--- src/rtl/draw_text_overlay_if.sv ---
// VGA timing + RGB bundle shared by consecutive video stages.
interface vga_if;
    logic [10:0] vcount;
    logic [10:0] hcount;
    logic        vsync;
    logic        hsync;
    logic        vblnk;
    logic        hblnk;
    logic [11:0] rgb;

    modport master (output vcount, hcount, vsync, hsync, vblnk, hblnk, rgb);
    modport slave  (input  vcount, hcount, vsync, hsync, vblnk, hblnk, rgb);
    modport out    (output vcount, hcount, vsync, hsync, vblnk, hblnk, rgb);
    modport in     (input  vcount, hcount, vsync, hsync, vblnk, hblnk, rgb);
endinterface

--- src/rtl/draw_text_overlay.sv ---
// Text overlay: delays the VGA stream to meet font ROM data and composites glyph pixels.
// Optional TEXT_BLINK_EN: 6-bit frame counter blanks the glyphs for 32 of every 64 frames.
module draw_text_overlay #(
    parameter int unsigned X_START   = 280,
    parameter int unsigned Y_START   = 104,
    parameter int unsigned CHAR_W    = 8,
    parameter int unsigned CHAR_H    = 16,
    parameter int unsigned NUM_CHARS = 16,
    parameter int unsigned ROM_LAT   = 1,
    parameter logic [11:0] TEXT_RGB  = 12'hFFF
) (
    input  logic       clk,
    input  logic       rst,
    input  logic [7:0] char_pixels,
    vga_if.in          vga_in,
    vga_if.out         vga_out
);

    localparam int unsigned CNT_W = 11;
    localparam int unsigned X_END = X_START + NUM_CHARS * CHAR_W;
    localparam int unsigned Y_END = Y_START + CHAR_H;

    typedef struct packed {
        logic [CNT_W-1:0] vcount;
        logic [CNT_W-1:0] hcount;
        logic             vsync;
        logic             hsync;
        logic             vblnk;
        logic             hblnk;
        logic [11:0]      rgb;
    } vga_sample_t;

    vga_sample_t w_in;
    vga_sample_t w_al;
    vga_sample_t w_next;
    vga_sample_t r_pipe [ROM_LAT];
    vga_sample_t r_out;

    logic       w_in_box;
    logic [2:0] w_col;
    logic       w_pix;
    logic       w_blink_on;

    always_comb begin
        w_in.vcount = vga_in.vcount;
        w_in.hcount = vga_in.hcount;
        w_in.vsync  = vga_in.vsync;
        w_in.hsync  = vga_in.hsync;
        w_in.vblnk  = vga_in.vblnk;
        w_in.hblnk  = vga_in.hblnk;
        w_in.rgb    = vga_in.rgb;
    end

    // Delay line; the last stage is aligned with char_pixels
    always_ff @(posedge clk or negedge rst) begin
        if (!rst) begin
            for (int i = 0; i < int'(ROM_LAT); i++) r_pipe[i] <= '0;
        end else begin
            r_pipe[0] <= w_in;
            for (int i = 1; i < int'(ROM_LAT); i++) r_pipe[i] <= r_pipe[i-1];
        end
    end

    assign w_al = r_pipe[ROM_LAT-1];

    assign w_in_box = (w_al.hcount >= CNT_W'(X_START)) && (w_al.hcount < CNT_W'(X_END)) &&
                      (w_al.vcount >= CNT_W'(Y_START)) && (w_al.vcount < CNT_W'(Y_END));

    // Only the low 3 bits of (hc - X_START) matter, so subtract modulo 8
    assign w_col = 3'(w_al.hcount[2:0] - 3'(X_START));
    assign w_pix = char_pixels[3'd7 - w_col];

`ifdef TEXT_BLINK_EN
    logic [5:0] r_frame_cnt;
    logic       r_vs_prev;

    always_ff @(posedge clk or negedge rst) begin
        if (!rst) begin
            r_frame_cnt <= '0;
            r_vs_prev   <= 1'b0;
        end else begin
            r_vs_prev <= w_al.vsync;
            if (w_al.vsync && !r_vs_prev) r_frame_cnt <= r_frame_cnt + 6'd1;
        end
    end

    assign w_blink_on = ~r_frame_cnt[5];
`else
    assign w_blink_on = 1'b1;
`endif

    always_comb begin
        w_next = w_al;
        if (w_al.hblnk || w_al.vblnk) begin
            w_next.rgb = 12'h000;
        end else if (w_in_box && w_pix && w_blink_on) begin
            w_next.rgb = TEXT_RGB;
        end
    end

    always_ff @(posedge clk or negedge rst) begin
        if (!rst) r_out <= '0;
        else      r_out <= w_next;
    end

    assign vga_out.vcount = r_out.vcount;
    assign vga_out.hcount = r_out.hcount;
    assign vga_out.vsync  = r_out.vsync;
    assign vga_out.hsync  = r_out.hsync;
    assign vga_out.vblnk  = r_out.vblnk;
    assign vga_out.hblnk  = r_out.hblnk;
    assign vga_out.rgb    = r_out.rgb;

endmodule

--- src/flat_wrapper.sv ---
// flat-port wrapper written by rule: the top's interface ports become plain ports
module draw_text_overlay_flat 
#(
    parameter int unsigned X_START   = 280,
    parameter int unsigned Y_START   = 104,
    parameter int unsigned CHAR_W    = 8,
    parameter int unsigned CHAR_H    = 16,
    parameter int unsigned NUM_CHARS = 16,
    parameter int unsigned ROM_LAT   = 1,
    parameter logic [11:0] TEXT_RGB  = 12'hFFF
)
  (clk, rst, char_pixels, vga_in_vcount, vga_in_hcount, vga_in_vsync, vga_in_hsync, vga_in_vblnk, vga_in_hblnk, vga_in_rgb, vga_out_vcount, vga_out_hcount, vga_out_vsync, vga_out_hsync, vga_out_vblnk, vga_out_hblnk, vga_out_rgb);
  vga_if vga_in_i ();
  vga_if vga_out_i ();
  input  logic clk;
  input  logic rst;
  input  logic [7:0] char_pixels;
  input wire logic [$bits(vga_in_i.vcount)-1:0] vga_in_vcount;
  input wire logic [$bits(vga_in_i.hcount)-1:0] vga_in_hcount;
  input wire logic [$bits(vga_in_i.vsync)-1:0] vga_in_vsync;
  input wire logic [$bits(vga_in_i.hsync)-1:0] vga_in_hsync;
  input wire logic [$bits(vga_in_i.vblnk)-1:0] vga_in_vblnk;
  input wire logic [$bits(vga_in_i.hblnk)-1:0] vga_in_hblnk;
  input wire logic [$bits(vga_in_i.rgb)-1:0] vga_in_rgb;
  output wire logic [$bits(vga_out_i.vcount)-1:0] vga_out_vcount;
  output wire logic [$bits(vga_out_i.hcount)-1:0] vga_out_hcount;
  output wire logic [$bits(vga_out_i.vsync)-1:0] vga_out_vsync;
  output wire logic [$bits(vga_out_i.hsync)-1:0] vga_out_hsync;
  output wire logic [$bits(vga_out_i.vblnk)-1:0] vga_out_vblnk;
  output wire logic [$bits(vga_out_i.hblnk)-1:0] vga_out_hblnk;
  output wire logic [$bits(vga_out_i.rgb)-1:0] vga_out_rgb;
  assign vga_in_i.vcount = vga_in_vcount;
  assign vga_in_i.hcount = vga_in_hcount;
  assign vga_in_i.vsync = vga_in_vsync;
  assign vga_in_i.hsync = vga_in_hsync;
  assign vga_in_i.vblnk = vga_in_vblnk;
  assign vga_in_i.hblnk = vga_in_hblnk;
  assign vga_in_i.rgb = vga_in_rgb;
  assign vga_out_vcount = vga_out_i.vcount;
  assign vga_out_hcount = vga_out_i.hcount;
  assign vga_out_vsync = vga_out_i.vsync;
  assign vga_out_hsync = vga_out_i.hsync;
  assign vga_out_vblnk = vga_out_i.vblnk;
  assign vga_out_hblnk = vga_out_i.hblnk;
  assign vga_out_rgb = vga_out_i.rgb;
  draw_text_overlay #(.X_START(X_START), .Y_START(Y_START), .CHAR_W(CHAR_W), .CHAR_H(CHAR_H), .NUM_CHARS(NUM_CHARS), .ROM_LAT(ROM_LAT), .TEXT_RGB(TEXT_RGB)) u_core (.clk(clk), .rst(rst), .char_pixels(char_pixels), .vga_in(vga_in_i), .vga_out(vga_out_i));
endmodule
--- config.mk ---
export PLATFORM = sky130hd
export DESIGN_NAME = draw_text_overlay_flat
export DESIGN_NICKNAME = d
export VERILOG_FILES = /design/src/rtl/draw_text_overlay_if.sv /design/src/rtl/draw_text_overlay.sv /design/src/flat_wrapper.sv
export SDC_FILE = /design/constraint.sdc
export NUM_CORES = 1
export LEC_CHECK = 0
export BUFFER_PORTS_ARGS = -buffer_cell sky130_fd_sc_hd__buf_2
export CAP_MARGIN = 20
export CORE_MARGIN = 4
export CORE_UTILIZATION = 46
export CTS_CLUSTER_DIAMETER = 120
export DETAILED_ROUTE_END_ITERATION = 10
export PLACE_DENSITY = 0.76
export SYNTH_ARGS = -nofsm -noshare
export SYNTH_HDL_FRONTEND = slang
export SYNTH_SLANG_ARGS = --single-unit
--- constraint.sdc ---
create_clock -name clk -period 1.8 [get_ports clk]
set_clock_uncertainty 0.15 [all_clocks]
set_input_delay 0.09 -clock clk [delete_from_list [all_inputs] [get_ports clk]]
set_output_delay 0.09 -clock clk [all_outputs]
set_load 0.01 [all_outputs]
==> metrics, run 1 <==
sequential share of power=0.582; sequential fraction of the synthesis area=0.890; commonest non-fill, non-tap cell in the layout=buf_2; syn nets=150; Clock power frac=0.336; Post-Route WL=4330 um; first-pass GRT wire length=7430 um; fill count=287; Final setup viols=0; clk_lat worst skew=0.33 ns; max_cap viols=0; routability-driven placement congestion ratio=0.804; pwr dens=974 nW/um2; Register Area=1900 um2; Lkg Pwr=1.58 nW; critical path class=reg2reg; total power=0.00313 W; YS warnings=0; clk sinks=76; Slew Viols, Final=0; TritonCTS buffer count=9; crit path max fanout=12; initial antenna violation count=0; vias in the first global route=1,492; crit path time final=1.80 ns; # DRC=0; status=finished, final reports clean; Total Die Area=5800 um2; Hold Vio Cnt, Final=0; #FFs+latches synth=76; IO Port Bufs=85; WP buf/inv=1; Nets=285; worst-margin pin slew=0.709 ns; critical path arrival=1.86 ns; Switching Share=0.215; share of cells above drive strength 1=0.429; 1st-iter DRT viols=41; Initial Utilization=0.484; Crit path max-delay family=multiplexers; Syn Inst Count=102; syn avg cell area=20.9 um2; antenna diode count=0; Worst slew margin=0.526; routed len/inst=14.8 um; Chip Height=76.1 um; Critical Path Max Stage Delay=0.55 ns; Synth Cell Area=2140 um2; Worst Hold Class=in2async; DP Wirelength=2730 um; area of the multi-input gates=233 um2; period utilization=0.999; clk slew on worst S/H paths=0.07 ns; deepest clock path buffer count=2; Max VDD drop=0.658 mV; CP required=1.86 ns; Congestion Overflow GR=0; Pre-antenna DRT Iters=2; largest net degree at the start of global routing=46; H-tree lvl count=3; Comb pwr share=0.082; ANT nets after route=0; Non-Filler Instances=292; post-placement cell count=238; Int Power=0.00246 W; Cell Chain, Critical Path=mux4_2, mux2i_4, nor4_4, buf_12, o21a_1; Unique masters post-synth=13; RSZ-0062 raised after global routing=true; row cnt=24; via count=1,325; Vias/cell=4.54; dpl cell area=2630 um2; core area=4410 um2; IO Pins=86; CP startpoint kind=register; Layout Area Growth over Synthesis=50.6%; CP endpoint kind=register; commonest non-fill, non-tap cells in the layout=buf_2 (84), dfrtp_1 (76), dlygate4sd3_1 (39); width of the die=76.1 um; CTS tree=built; fmax=0.556 GHz; GRT Overall Usage=0.168; P_sw=0.000673 W; post-route cell area=3220 um2; Critical-path top delay cell=mux4_2; root buf cell=clkbuf_8
## cells in the mapped netlist
cell	count	share of area
mux2i_1	1	0.0047
nand4b_1	1	0.0041
nor4b_1	1	0.0041
dfrtp_1	76	0.89
a211oi_1	1	0.0035
nor4_2	1	0.0059
o21a_1	12	0.042
mux4_1	2	0.025
nand2_1	1	0.0018
xor2_1	2	0.0082
clkbuf_1	1	0.0018
nor2_1	2	0.0035
buf_6	1	0.0053
## registers in the layout, summed over array words and instances, names as in the netlist
name / flops
u_core.r_pipe: 38
u_core.vga_out.rgb: 12
u_core.vga_out.hcount: 11
u_core.vga_out.vcount: 11
u_core.vga_out.hblnk: 1
u_core.vga_out.hsync: 1
u_core.vga_out.vblnk: 1
u_core.vga_out.vsync: 1
## metal layers
metal | up-vias | wire length, um | GRT usage
met5 | - | 0 | 0
li1 | 604 | - | -
met1 | 642 | 1730 | 0.192
met3 | 4 | 487 | 0.104
met2 | 75 | 2070 | 0.260
met4 | 0 | 43 | 0.0524
## power by group through the flow
stage               combinational [W]  sequential, W  clock, W
global route                 0.000284        0.00183   0.00118
finish                       0.000256        0.00182   0.00105
floorplan                   0.0000275        0.00187         0
global placement             0.000178        0.00185         0
detailed placement           0.000184        0.00185         0
CTS                          0.000261        0.00182   0.00109
## area by class of cell
cell class                      count  share of cell area
Clock buffer                       12              0.0451
Tap cell                           52              0.0202
Sequential cell                    76               0.591
Multi-Input combinational cell     24              0.0724
Clock inverter                      2             0.00389
Timing Repair Buffer              126               0.267
## kinds of logic after synthesis
logic type / synth area share
buffers and inverters: 0.00703
AOI/OAI and AO/OA: 0.0457
muxes: 0.0293
and+or+nand+nor: 0.0193
DFF: 0.890
xor gates and xnor gates: 0.00820
## final timing paths
check / endpoint / start / cells past startpoint / slack, ns
min reg2reg: u_core.vga_out.vcount[0] / u_core.r_pipe[27] / 0 / 0.20
max in group asynchronous: u_core.vga_out.vcount[1] / rst / 3 / 0.80
max: u_core.vga_out.rgb[2] / u_core.r_pipe[17] / 5 / 0.002
min in group clk: u_core.vga_out.vcount[0] / u_core.r_pipe[27] / 0 / 0.20
max reg2reg: u_core.vga_out.rgb[2] / u_core.r_pipe[17] / 5 / 0.002
min: u_core.r_pipe[6] / rst / 2 / 0.14
## what timing repair did
| item | 4_1_cts | 5_1_grt |
|---|---|---|
| pin swaps | 1 | 0 |
| setup endpoints to repair | 12 | 12 |
| buffers inserted | 1 | 3 |
| hold endpoints to repair | 82 | 0 |
| hold buffers | 39 | 0 |
| resized for setup | 6 | 0 |
## through the flow
step                setup TNS, ns  hold WS, ns  utilization  worst slack [ns]
finish                          0        0.143        0.728           0.00156
floorplan                       0       -0.356            -             0.104
detailed placement          -4.66      -0.0335        0.597            -0.398
global placement            -3.07      -0.0519        0.597            -0.257
global route               -0.578        0.198        0.728           -0.0611
CTS                       -0.0394        0.145        0.726           -0.0112
## worst register-to-register path: stages, from the launching register on
cell     delay (ns)
dfrtp_1        0.41
mux4_2         0.55
mux2i_4        0.19
nor4_4         0.08
buf_12         0.14
o21a_1         0.17
Power figures use the tool's default switching activity.
==> run 2, diff against run 1 <==
Settings changed: CORE_UTILIZATION 46 to 49, CTS_BUF_LIST from default to sky130_fd_sc_hd__clkbuf_8, PLACE_DENSITY 0.76 to 0.81.
==> run 2 against run 1 <==
  * The flow now finishes with violations (setup timing)
  * Utilization increased by 5.4 points
  * Die area fell by 5.5%
  * First-iteration DRC count down 46%
  * Cell area is 0.19% higher
  * Via count grew 1.8%
  * Maximum frequency decreased by 1.8%
  * Global-route usage up 3.6 points
  * Power down 0.97%
  * Register-to-register slack worse by 0.03 ns
  * Sequential power hardly changed
  * Clock power decreased by 4%
  * Flip-flop and latch count unchanged
==> metrics, run 2 (same netlist as run 1, synthesis figures left out) <==
core area=4120 um2; share of cells above drive strength 1=0.436; clk slew on worst S/H paths=0.07 ns; deepest clock path buffer count=2; DP Wirelength=2920 um; total power=0.00310 W; critical path arrival=1.90 ns; ANT nets after route=0; TritonCTS buffer count=9; vias in the first global route=1,577; Register Area=1900 um2; initial antenna violation count=0; period utilization=1.02; width of the die=74.0 um; fmax=0.546 GHz; critical path class=reg2reg; first-pass GRT wire length=7730 um; Congestion Overflow GR=0; RR Endpoint=u_core.vga_out.rgb[5]; pwr dens=962 nW/um2; 1st-iter DRT viols=22; CP endpoint kind=register; Max VDD drop=0.680 mV; routability-driven placement congestion ratio=0.748; Pre-antenna DRT Iters=4; Post-Route WL=4940 um; crit path time final=1.83 ns; max reg flops=38; commonest non-fill, non-tap cell in the layout=buf_2; clk sinks=76; antenna diode count=0; dpl cell area=2650 um2; Hold Vio Cnt, Final=0; CTS tree=built; Worst slew margin=0.773; Worst Hold Class=in2async; GRT Overall Usage=0.204; routed len/inst=16.8 um; CP Launch Point=u_core.r_pipe[17]; setup TNS=-0.288 ns; Initial Utilization=0.519; IO Port Bufs=85; CP required=1.87 ns; Nets=287; clk_lat worst skew=0.33 ns; root buf cell=clkbuf_8; post-route cell area=3220 um2; Chip Height=74.0 um; reg2reg start=u_core.r_pipe[17]; Slew Viols, Final=0; Vias/cell=4.60; IO Pins=86; Layout Area Growth over Synthesis=50.8%; CP startpoint kind=register; # DRC=0; largest net degree at the start of global routing=51; Worst Reg-to-Reg Cells=5; via count=1,349; max_cap viols=0; commonest non-fill, non-tap cells in the layout=buf_2 (84), dfrtp_1 (75), dlygate4sd3_1 (39); dpl ws=-0.447 ns; failing checks=setup timing; H-tree lvl count=3; fill count=251; Largest Register=u_core.r_pipe; Lkg Pwr=1.61 nW; reg-to-reg slack, setup=-0.03 ns; area of the multi-input gates=233 um2; WHS=0.0834 ns; RSZ-0062 raised after global routing=true; crit path max fanout=12; Setup WS post-layout=-0.0319 ns; row cnt=23; Total Die Area=5480 um2; worst-margin pin slew=0.341 ns; status=complete, but fails checks; Final setup viols=12
-- run 2: power by group --
part | switching [W] | total [W] | leakage [nW] | internal, W
combinational | 0.000118 | 0.000266 | 0.608 | 0.000149
clock | 0.000538 | 0.00101 | 0.0924 | 0.000470
sequential | 0.0000348 | 0.00183 | 0.906 | 0.00179
-- run 2: worst max path at each step --
stage | end | slack, ns
after floorplan | u_core.vga_out.rgb[10] | 0.10
after global placement | u_core.vga_out.rgb[7] | -0.27
after detailed placement | u_core.vga_out.rgb[8] | -0.45
after CTS | u_core.vga_out.rgb[8] | -0.03
after global routing | u_core.vga_out.rgb[4] | -0.06
final | u_core.vga_out.rgb[5] | -0.03
-- run 2: critical path, stage by stage (launching register included) --
cell,delay (ns)
dfrtp_2,0.41
mux4_2,0.56
mux2i_4,0.21
nor4_4,0.08
buf_12,0.14
o21a_1,0.17
-- run 2: routing by layer --
layer,share of wire,global-route usage,up-vias
met5,0,0,-
met4,0.011,0.0724,0
met3,0.11,0.0959,6
met2,0.53,0.363,73
met1,0.35,0.209,661
li1,-,-,609
-- run 2: final cells by class --
type,instances,share of cell area
multi-input combinational,24,0.0722
clock buffer,9,0.0384
tap,50,0.0194
timing repair buffer,128,0.271
clock inverter,6,0.00816
sequential,76,0.591
-- run 2: per-stage QoR --
step,instances,util
3_5_place_dp,238,0.643
4_1_cts,293,0.783
5_1_grt,293,0.783
6_report,293,0.783
2_1_floorplan,102,-
3_3_place_gp,238,0.643
-- run 2: what timing repair did --
item                                    CTS  global route
resized for setup                         5             1
pin swaps                                 1             0
buffers inserted                          1             0
hold buffers                             39             0
endpoints found under the hold margin   114             0
endpoints found under the setup margin   12            12
==> run 3, diff against run 2 <==
--- a/config.mk
+++ b/config.mk
@@ -13,5 +13,7 @@
 export CTS_CLUSTER_DIAMETER = 120
 export DETAILED_ROUTE_END_ITERATION = 10
+export HOLD_SLACK_MARGIN = 0.12
 export PLACE_DENSITY = 0.81
+export SETUP_SLACK_MARGIN = 0.5
 export SYNTH_ARGS = -nofsm -noshare
 export SYNTH_HDL_FRONTEND = slang
==> constraint.sdc (replaced) <==
create_clock -name clk -period 1.8 [get_ports clk]
set_clock_uncertainty 0.15 [all_clocks]
set_input_delay 0.45 -clock clk [delete_from_list [all_inputs] [get_ports clk]]
set_output_delay 0.45 -clock clk [all_outputs]
set_load 0.01 [all_outputs]
==> run 3 against run 2 <==
  * The run still ends with setup timing left
  * Largest cell class unchanged
  * Global-route usage fell by 3.3 points
  * Sequential power barely moved
  * First-iteration DRC count rose to 2.5 times the previous value
==> metrics, run 3 (same netlist as run 1, synthesis figures left out) <==
Worst slew margin=0.751; vias in the first global route=1,475; dpl ws=-0.148 ns; status=complete, but fails checks; TritonCTS buffer count=9; Chip Height=74.0 um; first-pass GRT wire length=6760 um; GRT Overall Usage=0.171; worst hold endpoint=u_core.vga_out.hsync; Worst Reg-to-Reg Cells=5; CP startpoint kind=register; Total Die Area=5480 um2; RR Endpoint=u_core.vga_out.rgb[0]; antenna diode count=0; Min-Delay Startpoint=u_core.r_pipe[14]; deepest clock path buffer count=2; reg-to-reg slack, setup=-0.0003 ns; # DRC=0; CP endpoint kind=register; worst-margin pin slew=0.373 ns; initial antenna violation count=0; Initial Utilization=0.519; root buf cell=clkbuf_8; max_cap viols=0; Max VDD drop=0.741 mV; worst hold stages=0; core area=4120 um2; reg2reg start=u_core.r_pipe[17]; Post-Route WL=4400 um; Nets=287; Util after Layout=0.803; Vias/cell=4.47; total power=0.00334 W; Critical Path Max Stage Delay=0.53 ns; Setup WS post-layout=-0.000331 ns; Critical-path top delay cell=mux4_2; DP Wirelength=2740 um; Lkg Pwr=1.63 nW; IO Pins=86; IO Port Bufs=85; Slew Viols, Final=0; commonest non-fill, non-tap cells in the layout=dfrtp_1 (76), buf_2 (74), dlygate4sd3_1 (39); commonest non-fill, non-tap cell in the layout=dfrtp_1; pwr dens=1010 nW/um2; Cell Chain, Critical Path=mux4_2, mux2i_2, nor4_2, buf_4, o21a_1; CTS tree=built; Worst Hold Class=reg2reg; clk_lat worst skew=0.34 ns; failing checks=setup timing; Final setup viols=1; WHS=0.199 ns; period utilization=1.00; WP buf/inv=1; row cnt=23; largest net degree at the start of global routing=77; critical path class=reg2reg; CP required=1.87 ns; critical path arrival=1.87 ns; share of cells above drive strength 1=0.443; crit path max fanout=6; RSZ-0062 raised after global routing=true; Largest Register=u_core.r_pipe; Layout Area Growth over Synthesis=54.7%; routed len/inst=15.0 um; routability-driven placement congestion ratio=0.741; max reg flops=38; Hold Vio Cnt, Final=0; fmax=0.555 GHz; ANT nets after route=0; Congestion Overflow GR=0; width of the die=74.0 um; H-tree lvl count=3; Pre-antenna DRT Iters=4; via count=1,315; 1st-iter DRT viols=55; crit path time final=1.80 ns; Crit path max-delay family=multiplexers; clk slew on worst S/H paths=0.08 ns; clk sinks=76
[run 3: per-layer routing]
metal | global-route usage | vias to the layer above | wire, um
met5 | 0 | - | 0
met4 | 0.0423 | 0 | 35
met3 | 0.0743 | 4 | 445
met2 | 0.288 | 66 | 2240
met1 | 0.205 | 629 | 1680
li1 | - | 616 | -
[run 3: worst max path at each step]
stage / slack, ns / depth (start not counted) / end / startpoint
floorplan: 0.11 / 5 / u_core.vga_out.rgb[10] / char_pixels[0]
global placement: -0.08 / 6 / u_core.vga_out.rgb[0] / char_pixels[0]
detailed placement: -0.15 / 6 / u_core.vga_out.rgb[0] / char_pixels[0]
CTS: -0.04 / 5 / u_core.vga_out.rgb[0] / u_core.r_pipe[17]
global route: -0.07 / 5 / u_core.vga_out.rgb[6] / u_core.r_pipe[17]
finish: -0.0003 / 5 / u_core.vga_out.rgb[0] / u_core.r_pipe[17]
[run 3: per-stage QoR]
stage	instances	instance area [um2]	setup TNS [ns]
3_5_place_dp	238	2640	-1.42
4_1_cts	294	3270	-0.307
3_3_place_gp	238	2640	-0.768
5_1_grt	294	3300	-0.740
2_1_floorplan	102	2130	0
6_report	294	3300	-0.000331
[run 3: where the power goes]
group | total [W] | internal [W] | switching, W
Clock | 0.00126 | 0.000649 | 0.000607
Combinational | 0.000267 | 0.000157 | 0.000110
Sequential | 0.00182 | 0.00179 | 0.0000326
Total | 0.00334 | 0.00259 | 0.000749
[run 3: layout make-up]
class                   instances  area, um2
clock inverters                 7       76.3
multi-input cells              24        215
repair buffers                128        923
well taps                      50       62.6
clock buffers                   9        124
flip-flops and latches         76       1900
fillers                       237        812
[run 3: repair_timing]
item / CTS / global route
resized for setup: 7 / 6
buffers inserted: 0 / 0
hold buffers: 39 / 0
pin swaps: 3 / 1
gates cloned: 1 / 0
endpoints found under the setup margin: 50 / 50
endpoints found under the hold margin: 114 / 0
